File: src/rtl/temporal_encoder.sv
// rtl/temporal_encoder.sv - binary-to-race-logic spike encoder, one value per gamma cycle per channel
module temporal_encoder #(
   parameter int GAMMA_CYCLE_WIDTH = 16,
   parameter int PULSE_WIDTH       = 8,
   parameter int NUM_CH            = 4,
   localparam int VW               = $clog2(GAMMA_CYCLE_WIDTH)
) (
   input  logic                   aclk,
   input  logic                   grst,
   input  logic [NUM_CH*VW-1:0]   in_value,
   input  logic                   in_valid,
   output logic                   in_ready,
   output logic [NUM_CH-1:0]      spike,
   output logic                   gamma_rst,
   output logic                   underrun
);

   localparam logic [VW-1:0] T_MAX   = VW'(GAMMA_CYCLE_WIDTH - 1);
   localparam logic [VW:0]   T_MAX_X = (VW+1)'(GAMMA_CYCLE_WIDTH - 1);
   localparam logic [VW:0]   PW_X    = (VW+1)'(PULSE_WIDTH);

   // Elaboration-time parameter sanity: G a power of two >= 4, 1 <= PW <= G-2.
   if (GAMMA_CYCLE_WIDTH < 4 || (GAMMA_CYCLE_WIDTH & (GAMMA_CYCLE_WIDTH - 1)) != 0) begin : g_bad_gamma
      $error("GAMMA_CYCLE_WIDTH must be a power of two and at least 4");
   end
   if (PULSE_WIDTH < 1 || PULSE_WIDTH > GAMMA_CYCLE_WIDTH - 2) begin : g_bad_pw
      $error("PULSE_WIDTH must lie in 1..GAMMA_CYCLE_WIDTH-2");
   end

   logic [VW-1:0]          t;
   logic [VW-1:0]          t_next;
   logic                   wrap;
   logic                   accept;
   logic [NUM_CH*VW-1:0]   pend;
   logic                   pend_valid;
   logic                   pend_valid_next;
   logic [NUM_CH*VW-1:0]   active;
   logic [NUM_CH*VW-1:0]   active_next;
   logic                   first_wrap;
   logic [NUM_CH-1:0]      spike_next;

   // Next-state decode: phase advance, buffer hand-off at the wrap, handshake.
   always_comb begin
      wrap            = (t == T_MAX);
      t_next          = t + VW'(1);
      accept          = in_valid & in_ready;
      active_next     = active;
      pend_valid_next = pend_valid;
      if (wrap) begin
         // An empty buffer at the boundary launches an all-infinite gamma cycle.
         active_next     = pend_valid ? pend : '1;
         pend_valid_next = 1'b0;
      end
      // Accept only happens with the buffer empty, so it never races the hand-off.
      if (accept) begin
         pend_valid_next = 1'b1;
      end
   end

   // Spike decode against the phase the outputs will show after this edge,
   // so the registered outputs line up with t without any post-flop logic.
   always_comb begin
      logic [VW:0] v;
      logic [VW:0] lo;
      logic [VW:0] hi;
      logic [VW:0] tn;
      v          = '0;
      lo         = '0;
      hi         = '0;
      tn         = {1'b0, t_next};
      spike_next = '0;
      for (int i = 0; i < NUM_CH; i++) begin
         v  = {1'b0, active_next[i*VW +: VW]};
         lo = v + (VW+1)'(1);
         hi = v + PW_X;
         // Clip at the last phase; pulses never spill into phase 0.
         if (hi > T_MAX_X) begin
            hi = T_MAX_X;
         end
         spike_next[i] = (active_next[i*VW +: VW] != T_MAX) && (tn >= lo) && (tn <= hi);
      end
   end

   // State and output registers; grst returns everything to the power-up state.
   always_ff @(posedge aclk or posedge grst) begin
      if (grst) begin
         t          <= T_MAX;
         pend       <= '0;
         pend_valid <= 1'b0;
         in_ready   <= 1'b1;
         active     <= '1;
         first_wrap <= 1'b1;
         spike      <= '0;
         gamma_rst  <= 1'b0;
         underrun   <= 1'b0;
      end else begin
         t          <= t_next;
         if (accept) begin
            pend <= in_value;
         end
         pend_valid <= pend_valid_next;
         in_ready   <= ~pend_valid_next;
         active     <= active_next;
         if (wrap) begin
            first_wrap <= 1'b0;
         end
         spike      <= spike_next;
         gamma_rst  <= (t_next == '0);
         // The very first boundary after reset has had no chance to receive data.
         underrun   <= wrap & ~pend_valid & ~first_wrap;
      end
   end

endmodule

File: config.mk
export PLATFORM = sky130hd
export DESIGN_NAME = temporal_encoder
export DESIGN_NICKNAME = d
export VERILOG_FILES = /design/src/rtl/temporal_encoder.sv
export SDC_FILE = /design/constraint.sdc
export NUM_CORES = 1
export LEC_CHECK = 0
export CELL_PAD_IN_SITES_DETAIL_PLACEMENT = 1
export CELL_PAD_IN_SITES_GLOBAL_PLACEMENT = 2
export CORE_MARGIN = 5
export CORE_UTILIZATION = 40
export CTS_BUF_LIST = sky130_fd_sc_hd__clkbuf_8
export DETAILED_ROUTE_END_ITERATION = 7
export PLACE_DENSITY_LB_ADDON = 0.2
export SYNTH_ARGS = -nofsm -noshare
export SYNTH_HDL_FRONTEND = slang
export SYNTH_SLANG_ARGS = --single-unit
File: constraint.sdc
create_clock -name aclk -period 4.7 [get_ports aclk]
set_input_delay 0.705 -clock aclk [delete_from_list [all_inputs] [get_ports aclk]]
set_output_delay 0.705 -clock aclk [all_outputs]
set_load 0.02 [all_outputs]
==> summary.txt, run 1 <==
Outcome: finished clean
RSZ-0062 raised after global routing: no
CP Class: flip-flop to flip-flop
Core Region: 0.00679 sq mm
Post-Route WL: 5.35 mm
Synth Instances: 249
Total negative slack: 0 ns
Net count reported at finish: 332
Initial antenna violation count: 0
Min cycle time layout: 3.15 ns
Largest net degree at the start of global routing: 46
Setup ws final: 1.55 ns
Hold Vio Cnt, Final: 0
Pwr per Cell Area: 461 mW/mm^2
EDFF count, synth: 0
Crit-path cells: ha_1 -> nand3_4 -> mux2_2 -> ha_1 -> xnor2_1 -> ha_1 -> nand2_1 -> o21a_1 -> a311oi_1
I/O Buffers: 25
Yosys warnings: 0
Syn-to-layout area delta: 15.3%
Via density: 4.82
Worst EP arrival: 3.35 ns
Top cell type's share of synthesized area: 0.208
Fmax: 318 MHz
Die Ht: 93.4 um
Synth top cells by count: 34 x ha_1, 23 x dfrtp_1, 22 x dfstp_2, 21 x nand2_1, 20 x mux2_2
H-tree Lvls: 2
Top cell by count, worst path: ha_1
Die Wd: 93.4 um
HPWL after detailed placement: 4.06 mm
Post-Syn Area: 0.00278 sq mm
Largest family of logic cells by synthesized area: adder cells
Post-route DRC: 0
CTS Sinks: 45
Pre-antenna DRT Iters: 4
Area contributors post-synth: dfstp_2 21%, dfrtp_1 21%, ha_1 15%, mux2_2 8.1%, nor2b_1 2.9%
Clk buf depth: 2
Post-CTS Setup Inserts: 0
Routability cong.: 0.683
Count leader, synth: ha_1
Dominant synthesized flop cell: dfrtp_1
Top Ports: 26
FFs w/ async S/R, synth: 1.00
Layout cells sized above 1: 0.243
Clk Latency, worst-skew pair: 0.30 ns
Unique masters post-synth: 37
Slowest CP cell: dfstp_2
Starting Density: 0.410
Seq/Total Area, Yosys: 0.414
Worst hold path type: flip-flop to flip-flop
Final core utilization: 0.472
CP Max Fanout: 37
Synth area leader: dfstp_2
CP endpoint kind: flip-flop
Wire per inst: 14.2 um
Pleak: 1.39 nW
ANT nets after route: 0
Final setup violation count: 0
Flops & latches, synth: 45
Top delay family on crit path: adder cells
Slew Limit Fails: 0
Vias in the first global route: 1848
Hold buffer count at CTS: 0
Setup Skew: 0.00629 ns
Final period util: 0.669
Simple logic cell fraction of the synthesized area: 0.123
Num rows: 30
Peak VDD IR: 0.000209 V
Die footprint: 0.00873 sq mm
CP max stage delay: 0.67 ns
Startpoint Class: flip-flop
Max Cap Violations: 0
Clk root buf: clkbuf_8
TritonCTS clock tree: done
Syn avg cell area: 11.2 sq um
Global-route wire length before repair: 9.17 mm
Mux cell area share after synthesis: 0.102
GR Overflow Total: 0
Post-synthesis xor/xnor area fraction: 0.0409
Iter 0 DRT Violations: 35
Reg clk slew, reported paths: 0.09 ns
Resize count post-CTS: 0
Rel. slew slack: 0.351
Num CTS Buffers: 5
DP Worst Slack: 1.54 ns
Worst-Margin Slew: 0.970 ns
Critical Path RT: 4.90 ns
Ant. Diodes: 0
Post-Synth Adder-Cell Area: 0.153
Tot GR Track Use: 0.134
WP buf/inv: 0
Vias after detailed routing: 1811
Compound-Gate Fraction of Synth Area: 0.132
==> flip-flops by register name, summed over array words and instances (netlist names) <==
signal      count
underrun        1
in_ready        1
active         16
pend_valid      1
pend           16
first_wrap      1
t               4
spike           4
gamma_rst       1
==> worst paths after layout <==
kind / from / end / slack [ns] / cells past startpoint
max in group asynchronous: grst / pend[6] / 3.17 / 2
worst max-delay path: t[0] / spike[3] / 1.55 / 9
worst min register to register: first_wrap / first_wrap / 0.50 / 1
worst max register to register: t[0] / spike[3] / 1.55 / 9
worst min-delay path: first_wrap / first_wrap / 0.50 / 1
min in group asynchronous: grst / pend[13] / 0.94 / 2
==> routing by layer <==
layer	GRT usage	vias to the layer above	share of wire
met3	0.0257	4	0.038
met5	0	-	0
met4	0.0330	0	0.0086
met2	0.194	29	0.42
met1	0.203	850	0.54
li1	-	928	-
==> worst reg2reg max path: cells and delay by family (launching register included) <==
| family | cells | cell delay (ns) |
|---|---|---|
| simple gates | 2 | 0.53 |
| mux | 1 | 0.52 |
| flops | 1 | 0.67 |
| fa+ha+maj | 3 | 0.82 |
| xor+xnor | 1 | 0.14 |
| compound gates | 2 | 0.38 |
==> cell families after synthesis <==
| kind of cell | after synthesis |
|---|---|
| other cells | 1 |
| buf+inv | 17 |
| flops | 45 |
| xor+xnor | 13 |
| mux | 23 |
| simple gates | 67 |
| compound gates | 49 |
| fa+ha+maj | 34 |
==> where the power goes <==
part	leakage (nW)	switching, mW	total, mW	internal (mW)
clock	0.0416	0.136	0.239	0.103
sequential	0.512	0.0536	0.585	0.532
combinational	0.838	0.336	0.655	0.320
total	1.39	0.525	1.48	0.954
==> final cells by class <==
cell class | count | area, sq um
clock buffer | 5 | 68.8
clock inverter | 3 | 18.8
fill | 745 | 3580
inverter | 11 | 41.3
multi-input combinational | 190 | 1550
sequential | 45 | 1150
tap | 96 | 120
timing repair buffer | 26 | 258
==> through the flow <==
step	cells	area (sq um)	total power, mW	hold WS [ns]
2_1_floorplan	252	2800	1.10	0.470
3_3_place_gp	368	3120	1.23	0.485
3_5_place_dp	368	3120	1.26	0.482
4_1_cts	376	3210	1.51	0.502
5_1_grt	376	3210	1.63	0.509
6_report	376	3210	1.48	0.499
==> cell usage in the layout (no fill, tap or decap), drive strengths merged, types with 2 or more instances in the layout <==
cell,count
clkdlybuf4s50,25
nand4,4
xnor2,5
clkbuf,5
clkinvlp,2
a21oi,16
nand2,21
xor2,8
o21ai,18
a211o,3
nand2b,10
a21boi,3
nor2,13
inv,12
nand3,2
mux2,20
conb,4
nor2b,13
ha,34
o21a,4
mux2i,3
dfrtp,23
dfstp,22
a311oi,4
Note: power is estimated with default switching activity, not from simulation.
==> run 2, diff against run 1 <==
--- a/config.mk
+++ b/config.mk
@@ -8,7 +8,7 @@
 export CELL_PAD_IN_SITES_DETAIL_PLACEMENT = 1
 export CELL_PAD_IN_SITES_GLOBAL_PLACEMENT = 2
 export CORE_MARGIN = 5
-export CORE_UTILIZATION = 40
+export CORE_UTILIZATION = 36
 export CTS_BUF_LIST = sky130_fd_sc_hd__clkbuf_8
 export DETAILED_ROUTE_END_ITERATION = 7
 export PLACE_DENSITY_LB_ADDON = 0.2
==> constraint.sdc (replaced) <==
create_clock -name aclk -period 2.6 [get_ports aclk]
set_input_delay 0.39 -clock aclk [delete_from_list [all_inputs] [get_ports aclk]]
set_output_delay 0.39 -clock aclk [all_outputs]
set_load 0.02 [all_outputs]
==> run 2 against run 1 <==
  * Sequential cell count is the same
  * Routed wire length grew 9.6%
  * Cell count grew 5.6%
  * Total power grew 92%
  * Design area grew 5.5%
  * Largest cell class unchanged
==> summary.txt, run 2 (synthesis gave the netlist of run 1 again) <==
Top Registers: active (16), pend (16)
Core Region: 0.00765 sq mm (+13%)
Setup crit start: t[0]
Die footprint: 0.00959 sq mm (+9.9%)
Crit-path cells: ha_2 -> nand3_4 -> mux2_4 -> ha_1 -> xnor2_1 -> ha_1 -> nand2_1 -> o21a_1 -> a311oi_1
Slowest CP cell: dfstp_2
DP Worst Slack: 0.0693 ns (-1.47 ns)
Die Wd: 97.9 um (+4.8%)
TritonCTS clock tree: done
Outcome: finished clean
Starting Density: 0.364 (-0.0457)
Wire per inst: 14.8 um (+3.8%)
Worst r2r path cells: 9 (unchanged)
Pwr Total: 2.84 mW (+92%)
Top delay family on crit path: adder cells
Worst hold path type: input pin to asynchronous set/reset pin
H-tree Lvls: 2 (unchanged)
Num rows: 32 (+6.7%)
WP buf/inv: 0 (unchanged)
Top Ports: 26 (unchanged)
Setup Skew: 0.00881 ns (+0.00252 ns)
Clk buf depth: 2 (unchanged)
Pleak: 1.49 nW (+7.0%)
Largest net degree at the start of global routing: 46 (unchanged)
CP endpoint kind: flip-flop
Max Cap Violations: 0 (unchanged)
Vias after detailed routing: 1923 (+6.2%)
Slew Limit Fails: 0 (unchanged)
Post-Route WL: 5.86 mm (+9.6%)
CP max stage delay: 0.54 ns (-0.13 ns)
Pre-antenna DRT Iters: 4 (unchanged)
Iter 0 DRT Violations: 30 (-14%)
Syn-to-layout area delta: 21.7%
GR Overflow Total: 0 (unchanged)
Final setup violation count: 0 (unchanged)
Most frequent cells in the layout: 33 x ha_1, 25 x clkdlybuf4s50_1, 23 x dfrtp_1
Vias in the first global route: 2073 (+12%)
Die Ht: 97.9 um (+4.8%)
Commonest non-fill, non-tap cell in the layout: ha_1
Min cycle time layout: 2.47 ns (-0.680 ns)
Routability cong.: 0.749 (+9.6%)
Top cell by count, worst path: ha_1
I/O Buffers: 25 (unchanged)
Final core utilization: 0.443 (-0.0295)
Via density: 4.84 (+0.57%)
CP Class: flip-flop to flip-flop
Num CTS Buffers: 5 (unchanged)
Setup ws final: 0.134 ns (-1.42 ns)
Worst EP arrival: 2.67 ns (-0.68 ns)
Ant. Diodes: 0 (unchanged)
Tot GR Track Use: 0.131 (-0.00268)
Worst r2r src: t[0]
Worst R2R End: spike[3]
CP Max Fanout: 5 (-86%)
R2r setup slk: 0.13 ns (-1.42 ns)
Net count reported at finish: 347 (+4.5%)
ANT nets after route: 0 (unchanged)
Hold Vio Cnt, Final: 0 (unchanged)
Clk root buf: clkbuf_8
Clk Latency, worst-skew pair: 0.30 ns (about the same)
Reg clk slew, reported paths: 0.09 ns (about the same)
Peak VDD IR: 0.000319 V (+52%)
Critical Path RT: 2.81 ns (-2.09 ns)
Startpoint Class: flip-flop
Initial antenna violation count: 0 (unchanged)
HPWL after detailed placement: 4.25 mm (+4.7%)
Fmax: 406 MHz (+28%)
Last element of the critical path: spike[3]
Pwr per Cell Area: 837 mW/mm^2 (+82%)
Final period util: 0.948 (+0.279)
Post-route DRC: 0 (unchanged)
WP depth: 9 (unchanged)
CTS Sinks: 45 (unchanged)
Global-route wire length before repair: 10.2 mm (+11%)
Layout cells sized above 1: 0.285 (+0.0419)
## run 2: worst min path at each step
| stage | startpoint | endpoint | cells past startpoint |
|---|---|---|---|
| 2_1_floorplan | pend[2] | pend[2] | 1 |
| 3_3_place_gp | pend[10] | pend[10] | 1 |
| 3_5_place_dp | pend[2] | pend[2] | 1 |
| 4_1_cts | grst | pend[1] | 3 |
| 5_1_grt | grst | pend_valid | 3 |
| 6_report | grst | pend[1] | 3 |
## run 2: what timing repair did
item | 4_1_cts | 5_1_grt
hold endpoints to repair | 0 | 0
buffers inserted | 0 | 2
setup endpoints to repair | 0 | 4
hold buffers | 0 | 0
gates resized for setup | 0 | 4
## run 2: layout make-up
| type | count | area (sq um) |
|---|---|---|
| Sequential cell | 45 | 1150 |
| Timing Repair Buffer | 40 | 383 |
| Clock buffer | 6 | 82.6 |
| Inverter | 11 | 41.3 |
| Clock inverter | 2 | 33.8 |
| Multi-Input combinational cell | 191 | 1570 |
| Fill cell | 826 | 4260 |
| Tap cell | 102 | 128 |
## run 2: worst reg2reg max path: cells and delay by family, from the launching register on
family	cells	cell delay, ns
AOI/OAI and AO/OA	2	0.39
xor gates and xnor gates	1	0.15
adders and majority gates	3	0.76
DFF	1	0.54
muxes	1	0.36
and+or+nand+nor	2	0.18
## run 2: routing by layer
metal  track usage  routed length (um)  share of wire
met5             0                   0              0
met4        0.0256                  47         0.0080
met3        0.0293                 151          0.026
met2         0.214                2780           0.47
met1         0.181                2880           0.49
## run 2: power breakdown
part / switching (mW) / total, mW / internal (mW)
clock: 0.247 / 0.557 / 0.310
combinational: 0.608 / 1.22 / 0.611
sequential: 0.0978 / 1.06 / 0.962
total: 0.953 / 2.84 / 1.88
## run 2: stage by stage
step | area (sq um) | hold slack, ns | std cells | TNS (ns)
2_1_floorplan | 2800 | 0.470 | 252 | 0
3_3_place_gp | 3230 | 0.483 | 386 | 0
3_5_place_dp | 3230 | 0.486 | 386 | 0
4_1_cts | 3350 | 0.442 | 394 | 0
5_1_grt | 3390 | 0.450 | 397 | -0.00465
6_report | 3390 | 0.436 | 397 | 0
==> patch 1 (flow settings as in run 2) <==
Make the reset (`grst`) synchronous in one clocked block.
--- a/src/rtl/temporal_encoder.sv
+++ b/src/rtl/temporal_encoder.sv
@@ -84,3 +84,3 @@
    // State and output registers; grst returns everything to the power-up state.
-   always_ff @(posedge aclk or posedge grst) begin
+   always_ff @(posedge aclk) begin
       if (grst) begin
Check against the original RTL: differs if grst is asserted again (counterexample within 4 cycles, from zero or initial values and one cycle with grst high); with grst held inactive, the same outputs for 10 cycles.
==> patch 1 against run 2 <==
Total power is 15% lower. Worst setup slack better by 0.0083 ns. Largest cell class unchanged. Wire length is 10% higher. Sequential cell count unchanged. Critical endpoint is now spike[2]. Die area increased by 1.4%. Design area shrank 2.1%. Area after synthesis increased by 1.5%. Highest routed layer unchanged. First-iteration DRC count increased by 77%.
==> patch 1: results (changes against run 2) <==
| Metric | Value |
|---|---|
| First-pass GRT wire length | `10.8 mm (+6.0%)` |
| DP Wirelength | `4.92 mm (+16%)` |
| CP Max Fanout | `13 (+8)` |
| Post-synthesis sequential area ratio | `0.319 (-0.0957)` |
| WL final | `6.45 mm (+10%)` |
| PortBufs | `25 (unchanged)` |
| Max-slew violation count | `0 (unchanged)` |
| Final Net Count | `394 (+14%)` |
| Post-synth cell types | `49 (+32%)` |
| Drt via density | `4.95 (+2.2%)` |
| Yosys warns | `0 (unchanged)` |
| Clock skew | `0.00556 ns (-0.00324 ns)` |
| Met2 WL post-DR | `2.77 mm (-0.65%)` |
| Metal-1 WL | `3.47 mm (+20%)` |
| Iteration-0 DRC count of the detailed router | `53 (+77%)` |
| Layout cells sized above 1 | `0.158 (-0.127)` |
| Final Wtd Congestion | `0.809 (+8.0%)` |
| Peak supply drop | `0.252 mV (-21%)` |
| Syn Inst Count | `309 (+24%)` |
| Ys async rst share | `0 (-1.00)` |
| Multiplexer area fraction after synthesis | `0.0159 (-0.0861)` |
| Inst Count DP | `434 (+12%)` |
| Worst hold path type | `flip-flop to flip-flop` |
| Clock Latency Late Sink | `0.30 ns (about the same)` |
| Total GRT Usage | `0.135 (+0.00405)` |
| Largest net degree at the start of global routing | `36 (-22%)` |
| Number of CTS-inserted buffers | `5 (unchanged)` |
| Crit path DAT | `2.66 ns (about the same)` |
| Total iterations of the first detailed-routing run | `4 (unchanged)` |
| Biggest regs | `active x16, pend x16` |
| Layout Cells excl Fill | `444 (+12%)` |
| Fill cell count | `924 (+12%)` |
| Synth Area in Compound Gates | `0.192 (+0.0595)` |
| Detailed route wirelength on metal3 | `185 um (+23%)` |
| Vias in the first global route | `2,232 (+7.7%)` |
| Setup WS pre-CTS | `0.0705 ns (+0.00117 ns)` |
| Max Root-Sink Buffers | `2 (unchanged)` |
| P_leak | `1.32 nW (-12%)` |
| Synth Area in XOR/XNOR | `0.0372 (-0.00371)` |
| Adder-Cell Fraction of Synth Area | `0.151 (-0.00230)` |
| Most instantiated cells after synthesis | `45 x dfxtp_1, 44 x nand2_1, 34 x ha_1` |
| Main area contributors after synthesis | `dfxtp_1 32%, ha_1 15%, nand2_1 5.8%` |
| Max cap viols | `0 (unchanged)` |
| Path depth of the worst reg2reg path | `10 (+1)` |
| Worst-Margin Slew | `0.947 ns` |
| Status | `complete, no violations` |
patch 1: cell count changes in the layout (fill, tap and decap cells not counted), sizes merged, moves of 5 or more:
cell / run 2 / this run
dfxtp: 0 / 45
dfrtp: 23 / 0
nand2: 21 / 44
dfstp: 22 / 0
mux2: 20 / 0
a21oi: 16 / 32
nand2b: 10 / 19
a31oi: 0 / 8
nor2b: 13 / 5
o21ai: 18 / 10
or2: 1 / 8
nand3b: 0 / 6
and3: 1 / 6
nor2: 13 / 8
patch 1: what timing repair did:
action                     CTS  global route
buffers inserted             0             1
gates resized for setup      0             4
setup endpoints to repair    0             4
patch 1: cells by family after synthesis:
kind of cell    after synthesis
flops                        45
mux                           2
compound gates               71
fa+ha+maj                    34
simple gates                114
other cells                   1
buf+inv                      30
xor+xnor                     12
patch 1: area by class of cell:
| type | count | share of cell area |
|---|---|---|
| flip-flops and latches | 45 | 0.272 |
| inverters | 14 | 0.0158 |
| well taps | 102 | 0.0385 |
| repair buffers | 37 | 0.110 |
| multi-input cells | 238 | 0.536 |
| clock inverters | 3 | 0.00641 |
| clock buffers | 5 | 0.0207 |
patch 1: worst max-delay path: stages (launching register included):
cell and delay, ns:
dfxtp_1 0.35, ha_2 0.24, nand3_1 0.18, buf_4 0.25, and3_1 0.21, o21ai_1 0.21
xnor2_1 0.09, ha_1 0.22, a2111oi_0 0.37, nor4_1 0.10, o211a_1 0.14
patch 1: metrics by stage:
| step | power (mW) | utilization | instance area, um^2 |
|---|---|---|---|
| finish | 2.42 | 0.431 | 3320 |
| floorplan | 1.69 | - | 2840 |
| global placement | 1.94 | 0.416 | 3200 |
| CTS | 2.43 | 0.428 | 3290 |
| global route | 2.63 | 0.431 | 3320 |
| detailed placement | 1.97 | 0.416 | 3200 |
patch 1: where the power goes:
part           internal, mW  leakage (nW)  total (mW)  switching, mW
combinational         0.526         0.902        1.14          0.618
sequential            0.767         0.370       0.819         0.0520
clock                 0.191        0.0445       0.452          0.261
total                  1.48          1.32        2.42          0.931
patch 1: worst paths after layout:
check	startpoint	endpoint	slack, ns
min reg2reg	first_wrap	underrun	0.42
min	first_wrap	underrun	0.42
max	t[1]	spike[2]	0.14
max reg2reg	t[1]	spike[2]	0.14
patch 1: layer usage:
layer | vias up | track usage
met2 | 28 | 0.202
li1 | 1136 | -
met4 | 0 | 0.0315
met5 | - | 0
met3 | 2 | 0.0290
met1 | 1031 | 0.198
==> patch 2 (config.mk and constraints of run 2) <==
Made on the original files. Change the parameter `NUM_CH` from 4 to 3.
--- a/src/rtl/temporal_encoder.sv
+++ b/src/rtl/temporal_encoder.sv
@@ -4,3 +4,3 @@
    parameter int PULSE_WIDTH       = 8,
-   parameter int NUM_CH            = 4,
+   parameter int NUM_CH            = 3,
    localparam int VW               = $clog2(GAMMA_CYCLE_WIDTH)
Interface: changed (resized in_value and spike); port bits go from 26 to 21. No check against the original RTL was run, so the function may have changed too.
==> patch 2 against run 2 <==
Wire length decreased by 14%. Sequential cell count is 9 lower. First-iteration DRC count increased by 50%. Design area down 20%. Non-clock buffer count down 8. Area after synthesis shrank 21%. Total power shrank 15%. Worst setup slack worse by 0.020 ns. Combinational power decreased by 17%. Sequential share of layout area is essentially flat. Clock power is 2% lower.
==> patch 2: results (changes against run 2) <==
| Metric | Value |
|---|---|
| Status | `complete, no violations` |
| P_leak | `1.21 nW (-18%)` |
| PortBufs | `20 (-20%)` |
| Fill cell count | `622 (-25%)` |
| Vias in the first global route | `1,730 (-17%)` |
| Main synth FF type | `dfstp_2` |
| Post-synth cell types | `40 (+8.1%)` |
| Worst hold path type | `flip-flop to flip-flop` |
| Flop-to-flop setup slack | `0.11 ns (-0.02 ns)` |
| P_int | `1.60 mW (-15%)` |
| Routed wire per std cell | `16.2 um (+10%)` |
| Worst path max stage delay | `0.57 ns (+0.03 ns)` |
| Metal-1 WL | `2.39 mm (-17%)` |
| Total GRT Usage | `0.142 (+0.0111)` |
| Slew HR | `0.618` |
| Main area contributors after synthesis | `dfstp_2 22%, dfrtp_1 21%, ha_1 16%` |
| Final Net Count | `276 (-20%)` |
| Layout cells sized above 1 | `0.299 (+0.0144)` |
| Clk. pwr | `0.548 mW (-2%)` |
| Post-synthesis sequential area ratio | `0.421 (+0.00709)` |
| Met2 WL post-DR | `2.43 mm (-13%)` |
| Worst path top cell family by delay | `adder cells` |
| CP Max Fanout | `7 (+2)` |
| Met3 GRT Util | `0.0292 (-0.000123)` |
| Most instantiated cells after synthesis | `28 x ha_1, 18 x dfrtp_1, 18 x dfstp_2` |
| Drt via density | `5.05 (+4.2%)` |
| P_seq | `0.846 mW (-20%)` |
| Iteration-0 DRC count of the detailed router | `45 (+50%)` |
| Biggest regs | `active x12, pend x12, t x4` |
| Peak supply drop | `0.388 mV (+22%)` |
| Largest net degree at the start of global routing | `37 (-20%)` |
| Clock skew | `0.00750 ns (-0.00131 ns)` |
| Hold Slack | `0.495 ns (+0.0594 ns)` |
| Final Wtd Congestion | `0.791 (+5.6%)` |
| Detailed route wirelength on metal3 | `152 um (+0.66%)` |
| Met2 GRT Util | `0.245 (+0.0316)` |
| First-pass GRT wire length | `8.60 mm (-16%)` |
| Met1 Use GR | `0.184 (+0.00328)` |
| Crit path DAT | `2.65 ns (-0.02 ns)` |
## patch 2: cell count changes in the layout (fill, tap and decap cells not counted), sizes merged, moves of 4 or more
cell | before | now
dfstp | 22 | 18
dfrtp | 23 | 18
nor2 | 13 | 7
nand2 | 21 | 14
clkdlybuf4s50 | 25 | 20
a31oi | 0 | 5
ha | 34 | 28
nand4 | 4 | 0
o21ai | 18 | 8
xor2 | 8 | 4
nand2b | 10 | 5
mux2 | 20 | 12
## patch 2: area by class of cell
type                            count  area share
Inverter                           12      0.0166
Timing Repair Buffer               32       0.107
Clock inverter                      1      0.0111
Tap cell                           75      0.0346
Multi-Input combinational cell    146       0.454
Clock buffer                        7      0.0356
Sequential cell                    36       0.341
## patch 2: cells by family (layout without fill, tap and decap cells)
group	count (synthesis)	in the layout	synth area share
other	2	4	0.00343
AND/OR/NAND/NOR	49	49	0.126
multiplexers	12	12	0.0617
adder cells (fa/ha/maj)	28	28	0.160
buffers and inverters	17	52	0.0343
flip-flops	36	36	0.421
XOR/XNOR	8	8	0.0320
AO/OA/AOI/OAI	45	45	0.161
## patch 2: what timing repair did
item	in CTS	in global routing
setup endpoints to repair	0	3
resized for setup	0	5
buffers inserted	0	2
endpoints found under the hold margin	0	0
## patch 2: final timing paths
path,end
setup / recovery,spike[0]
hold / removal,first_wrap
hold reg to reg,first_wrap
min in group asynchronous,spike[0]
setup reg to reg,spike[0]
max in group asynchronous,active[4]
## patch 2: per-stage QoR
stage	setup slack (ns)	setup TNS [ns]	cells	instance area, um^2	total power, mW
finish	0.114	0	309	2710	2.41
global route	-0.00229	-0.00229	309	2710	2.58
CTS	0.0742	0	307	2680	2.43
detailed placement	0.104	0	299	2550	1.87
global placement	0.163	0	299	2550	1.76
floorplan	0.0647	0	199	2210	1.54
